### config.mk
export PLATFORM = sky130hd
export DESIGN_NAME = retire_trace_buffer
export DESIGN_NICKNAME = d
export VERILOG_FILES = /design/src/rtl/retire_trace_buffer.sv
export SDC_FILE = /design/constraint.sdc
export NUM_CORES = 2
export LEC_CHECK = 0
export CAP_MARGIN = 15
export CORE_UTILIZATION = 50
export CTS_CLUSTER_DIAMETER = 30
export DETAILED_ROUTE_END_ITERATION = 8
export GPL_ROUTABILITY_DRIVEN = 0
export PLACE_DENSITY = 0.67
export SYNTH_ARGS = -nofsm -noshare
export SYNTH_HDL_FRONTEND = slang
export SYNTH_SLANG_ARGS = --single-unit
### constraint.sdc
create_clock -name clk -period 14.6 [get_ports clk]
set_input_delay 4.38 -clock clk [delete_from_list [all_inputs] [get_ports clk]]
set_output_delay 4.38 -clock clk [all_outputs]
set_load 0.01 [all_outputs]
### src/rtl/retire_trace_buffer.sv
// Retire-event capture block: samples one retire record per cycle into a
// first-word-fall-through FIFO for a drain port, keeps cycle/instruction
// counters, and stops capture on halt or on the cycle-limit watchdog.
module retire_trace_buffer #(
  parameter int unsigned DW         = 16,
  parameter int unsigned RW         = 4,
  parameter int unsigned DEPTH      = 16,
  parameter int unsigned CNT_W      = 32,
  parameter int unsigned MAX_CYCLES = 100000,
  localparam int unsigned REC_W     = 4 + RW + 5 * DW,
  localparam int unsigned LVL_W     = $clog2(DEPTH) + 1
) (
  input  logic             clk,
  input  logic             rst_n,
  input  logic             ret_valid,
  input  logic [DW-1:0]    ret_pc,
  input  logic [DW-1:0]    ret_inst,
  input  logic             ret_regwr,
  input  logic [RW-1:0]    ret_reg,
  input  logic [DW-1:0]    ret_wdata,
  input  logic             ret_memrd,
  input  logic             ret_memwr,
  input  logic [DW-1:0]    ret_maddr,
  input  logic [DW-1:0]    ret_mdata,
  input  logic             ret_halt,
  output logic             rd_valid,
  input  logic             rd_ready,
  output logic [REC_W-1:0] rd_data,
  output logic [LVL_W-1:0] level,
  output logic [CNT_W-1:0] cycle_count,
  output logic [CNT_W-1:0] inst_count,
  output logic             overflow,
  output logic             halted,
  output logic             timeout,
  output logic             done
);

  localparam int unsigned PTR_W = $clog2(DEPTH);
  // Count value at which the expiring edge fires; unused when MAX_CYCLES is 0.
  localparam logic [CNT_W-1:0] WdLast = CNT_W'(MAX_CYCLES - 1);

  logic [REC_W-1:0] mem [DEPTH];
  logic [PTR_W-1:0] wrPtr;
  logic [PTR_W-1:0] rdPtr;
  logic [REC_W-1:0] newRec;
  logic             active;
  logic             sample;
  logic             full;
  logic             pop;
  logic             push;
  logic             haltHit;
  logic             wdHit;

  // Capture qualification, FIFO handshakes and derived outputs.
  always_comb begin
    newRec   = {ret_halt, ret_memwr, ret_memrd, ret_regwr, ret_reg,
                ret_pc, ret_inst, ret_wdata, ret_maddr, ret_mdata};
    active   = !halted && !timeout;
    sample   = ret_valid && active;
    full     = (level == LVL_W'(DEPTH));
    rd_valid = (level != '0);
    pop      = rd_valid && rd_ready;
    // A full FIFO still accepts when the head leaves on the same edge.
    push     = sample && (!full || pop);
    haltHit  = sample && ret_halt;
    wdHit    = (MAX_CYCLES != 0) && active && (cycle_count == WdLast);
    done     = (halted || timeout) && !rd_valid;
    // Empty FIFO presents zero rather than stale storage.
    rd_data  = rd_valid ? mem[rdPtr] : '0;
  end

  // Record storage; contents need no reset since level gates visibility.
  always_ff @(posedge clk) begin
    if (push) begin
      mem[wrPtr] <= newRec;
    end
  end

  // Pointers, occupancy, counters and sticky status flags.
  always_ff @(posedge clk or negedge rst_n) begin
    if (!rst_n) begin
      wrPtr       <= '0;
      rdPtr       <= '0;
      level       <= '0;
      cycle_count <= '0;
      inst_count  <= '0;
      overflow    <= 1'b0;
      halted      <= 1'b0;
      timeout     <= 1'b0;
    end else begin
      if (push) begin
        wrPtr <= wrPtr + 1'b1;
      end
      if (pop) begin
        rdPtr <= rdPtr + 1'b1;
      end
      if (push && !pop) begin
        level <= level + 1'b1;
      end else if (!push && pop) begin
        level <= level - 1'b1;
      end
      if (active && (cycle_count != '1)) begin
        cycle_count <= cycle_count + 1'b1;
      end
      // Dropped records still count as retired instructions.
      if (sample && (inst_count != '1)) begin
        inst_count <= inst_count + 1'b1;
      end
      if (sample && !push) begin
        overflow <= 1'b1;
      end
      // Halt wins over a watchdog expiry on the same edge.
      if (haltHit) begin
        halted <= 1'b1;
      end else if (wdHit) begin
        timeout <= 1'b1;
      end
    end
  end

endmodule
==> results.md <==
- Status: complete, no violations
- Vias in the first global route: 29929
- Syn_nets: 2533
- Area taken by multi-input logic gates: 12480 um2
- Leak: 23.46 nW
- Worst Setup Path Type: reg -> out
- Share of cells above drive strength 1: 0.3118
- FF-to-FF setup slack: 10.01 ns
- Worst-path clk slew: 0.05 ns
- Final wirelength: 131400 um
- Global-route wire length before repair: 194900 um
- Antenna violations before repair: 16
- Fmax: 0.1037 GHz
- Initial DRC count: 2492
- Clk Latency, worst-skew pair: 0.86 ns
- Arrival @ worst endpoint: 5.26 ns
- CP peak stage delay: 0.98 ns
- Clock sinks: 1488
- Worst Max-Slew Pin Slew: 1.071 ns
- Die area: 115900 um2
- GRT Max-Usage Layer: met2
- # nets final: 3014
- Sequential share of the synthesized area: 0.7731
- Met1 Use GR: 0.3081
- Site Rows: 123
- Final instance area: 71530 um2
- Final standard cell count with taps included and fillers excluded: 4636
- WP data required: 10.22 ns
- CTS tree: done
- Grt total ovfl: 0
- Root Buffer: clkbuf_16
- Setup repair bufs after CTS: 0
- Slew Limit Fails: 0
- Fin crit period: 9.642 ns
- CP Cell Sequence: buf_12, buf_12, mux4_2, mux4_2, and2_1, clkdlybuf4s50_1
- IO Port Bufs: 253
- Cell Area, Synth: 57280 um2
- Vias: 27423
- Dpl ws: 5.602 ns
- Routed Antenna Nets: 0
- Distinct cells, synth: 42
- Hold-fix buffers, CTS: 0
- Initial DRT Pass Iterations: 5
- Core Region: 113000 um2
- Worst-path maximum fanout: 106
- Final Cycle Share: 0.6604
- Cell Area, Placed: 61620 um2
- GRT Total Usage: 0.2312
- Post-DP HPWL: 63850 um
- Setup-failing EPs final: 0
- Max Clock Skew: 0.06481 ns
- Die Y-Extent: 340.5 um
- PnR worst setup slack: 4.958 ns
- Routed wire length per instance: 28.34 um
- # fillers: 7398
- Max-slew headroom: 0.2862
- Post-synth EDFFs: 1408
- Class of the worst hold path: reg -> reg
- Final hold violations: 0
- Met3 Use GR: 0.05323
- Worst hold margin: 0.4919 ns
- FF-to-FF path depth: 6
- DRC violations left: 0
- Largest net degree at the start of global routing: 151
- Die width: 340.5 um
- CP Capture Type: output pin
- Top FF cell, synth: edfxtp_1
- Unrepaired setup endpoints after global routing: no
- Syn_area_per_cell: 23.58 um2
- Yosys warnings: 0
- Pwr Density: 205.8 nW/um2
- Leading cell type in the layout, fill and taps excluded: edfxtp_1
- PostCTS Resize Cnt: 0
- Crit path to: rd_data[69]
- Peak VDD IR: 0.0002164 V
- #FFs+latches synth: 1488
- H-tree Lvls: 5
- Reg area: 44300 um2
- Via-to-Cell Ratio: 5.915
- Area Growth Syn to Fin: 24.89%
- Met2 Usage GRT: 0.3801
- Cells after synthesis: 2429
- Initial core utilization: 0.5071
- # placed instances: 4109
- Io pins: 254
- R2r endpoint: mem[12][52]
- Crit path launch: rdPtr[0]
- Worst setup SP type: flip-flop
- Maximum root-to-sink buffer count: 4
- Async set-reset flop share out of synthesis: 0.05376
- Num CTS Buffers: 299
- Commonest non-fill, non-tap cells in the layout: 1408 x edfxtp_1, 440 x mux4_2, 300 x clkbuf_16
- R2R Path Start: timeout
- Post-Route Setup TNS: 0 ns
- Maxcap violations: 0
- Slowest cell on crit path: dfrtp_4
==> cell type report <==
class,count,area share
multi-input cells,809,0.1745
well taps,1500,0.02624
diodes,6,0.0002099
flip-flops and latches,1488,0.6193
inverters,18,0.0009445
repair buffers,294,0.04054
clock buffers,327,0.1065
clock inverters,194,0.03183
==> critical path: cells and delay by family, from the launching register on <==
kind                   cells  cell delay [ns]
buffers and inverters      3             1.92
DFF                        1             0.98
muxes                      2             1.17
and+or+nand+nor            1             0.19
==> through the flow <==
step | power [mW] | util
3_3_place_gp | 8.185 | 0.5455
3_5_place_dp | 8.205 | 0.5455
4_1_cts | 14.89 | 0.6331
6_report | 14.72 | 0.6332
5_1_grt | 15.23 | 0.6332
2_1_floorplan | 6.995 | -
==> routing by layer <==
metal  up-vias  wire, um
li1      11392         -
met1     14703     52870
met2      1091     66230
met3       221      9342
met4        16      2853
met5         -       100
==> worst min path at each step <==
stage / start / endpoint / cells after the start
after global routing: overflow / overflow / 1
after detailed placement: overflow / overflow / 1
after global placement: overflow / overflow / 1
final: overflow / overflow / 1
after floorplan: overflow / overflow / 1
after CTS: overflow / overflow / 1
==> cell families (layout without fill, tap and decap cells) <==
logic type	count (synthesis)	after routing	synth area share
other	0	6	0
flip-flops	1488	1488	0.7731
XOR/XNOR	72	72	0.01101
AND/OR/NAND/NOR	263	263	0.02680
adder cells (fa/ha/maj)	12	12	0.002752
AO/OA/AOI/OAI	18	18	0.002163
buffers and inverters	132	833	0.01035
multiplexers	444	444	0.1738
==> Yosys cell counts, drive strengths merged, types with 2 or more instances <==
cell / instances / share of area
nor3: 15 / 0.0014
inv: 18 / 0.0012
edfxtp: 1408 / 0.74
and3: 15 / 0.0016
xor2: 23 / 0.0035
dfrtp: 80 / 0.035
nor2: 23 / 0.0015
a31oi: 4 / 0.00055
buf: 40 / 0.0043
mux2: 4 / 0.00079
nand3: 26 / 0.0023
a21oi: 4 / 0.00035
nor4b: 2 / 0.00031
nand4: 25 / 0.0027
and2: 98 / 0.011
mux4: 440 / 0.17
o21ai: 3 / 0.00026
and4: 8 / 0.0012
a21o: 4 / 0.00052
nand2: 28 / 0.0018
ha: 11 / 0.0024
xnor2: 49 / 0.0075
or3: 2 / 0.00022
nor3b: 5 / 0.00083
clkbuf: 74 / 0.0048
nand4b: 2 / 0.00031
nor4: 10 / 0.0013
==> registers in the layout, summed over array words and instances, names as in the netlist <==
| register | cells |
|---|---|
| mem | 1408 |
| cycle_count | 32 |
| inst_count | 32 |
| level | 5 |
| rdPtr | 4 |
| wrPtr | 4 |
| halted | 1 |
| overflow | 1 |
| timeout | 1 |
==> power breakdown <==
part	internal [mW]	switching [mW]	total (mW)
registers	4.70	0.142	4.84
logic	1.84	1.40	3.24
clock network	4.44	2.20	6.64
(Power assumes the default switching activity.)
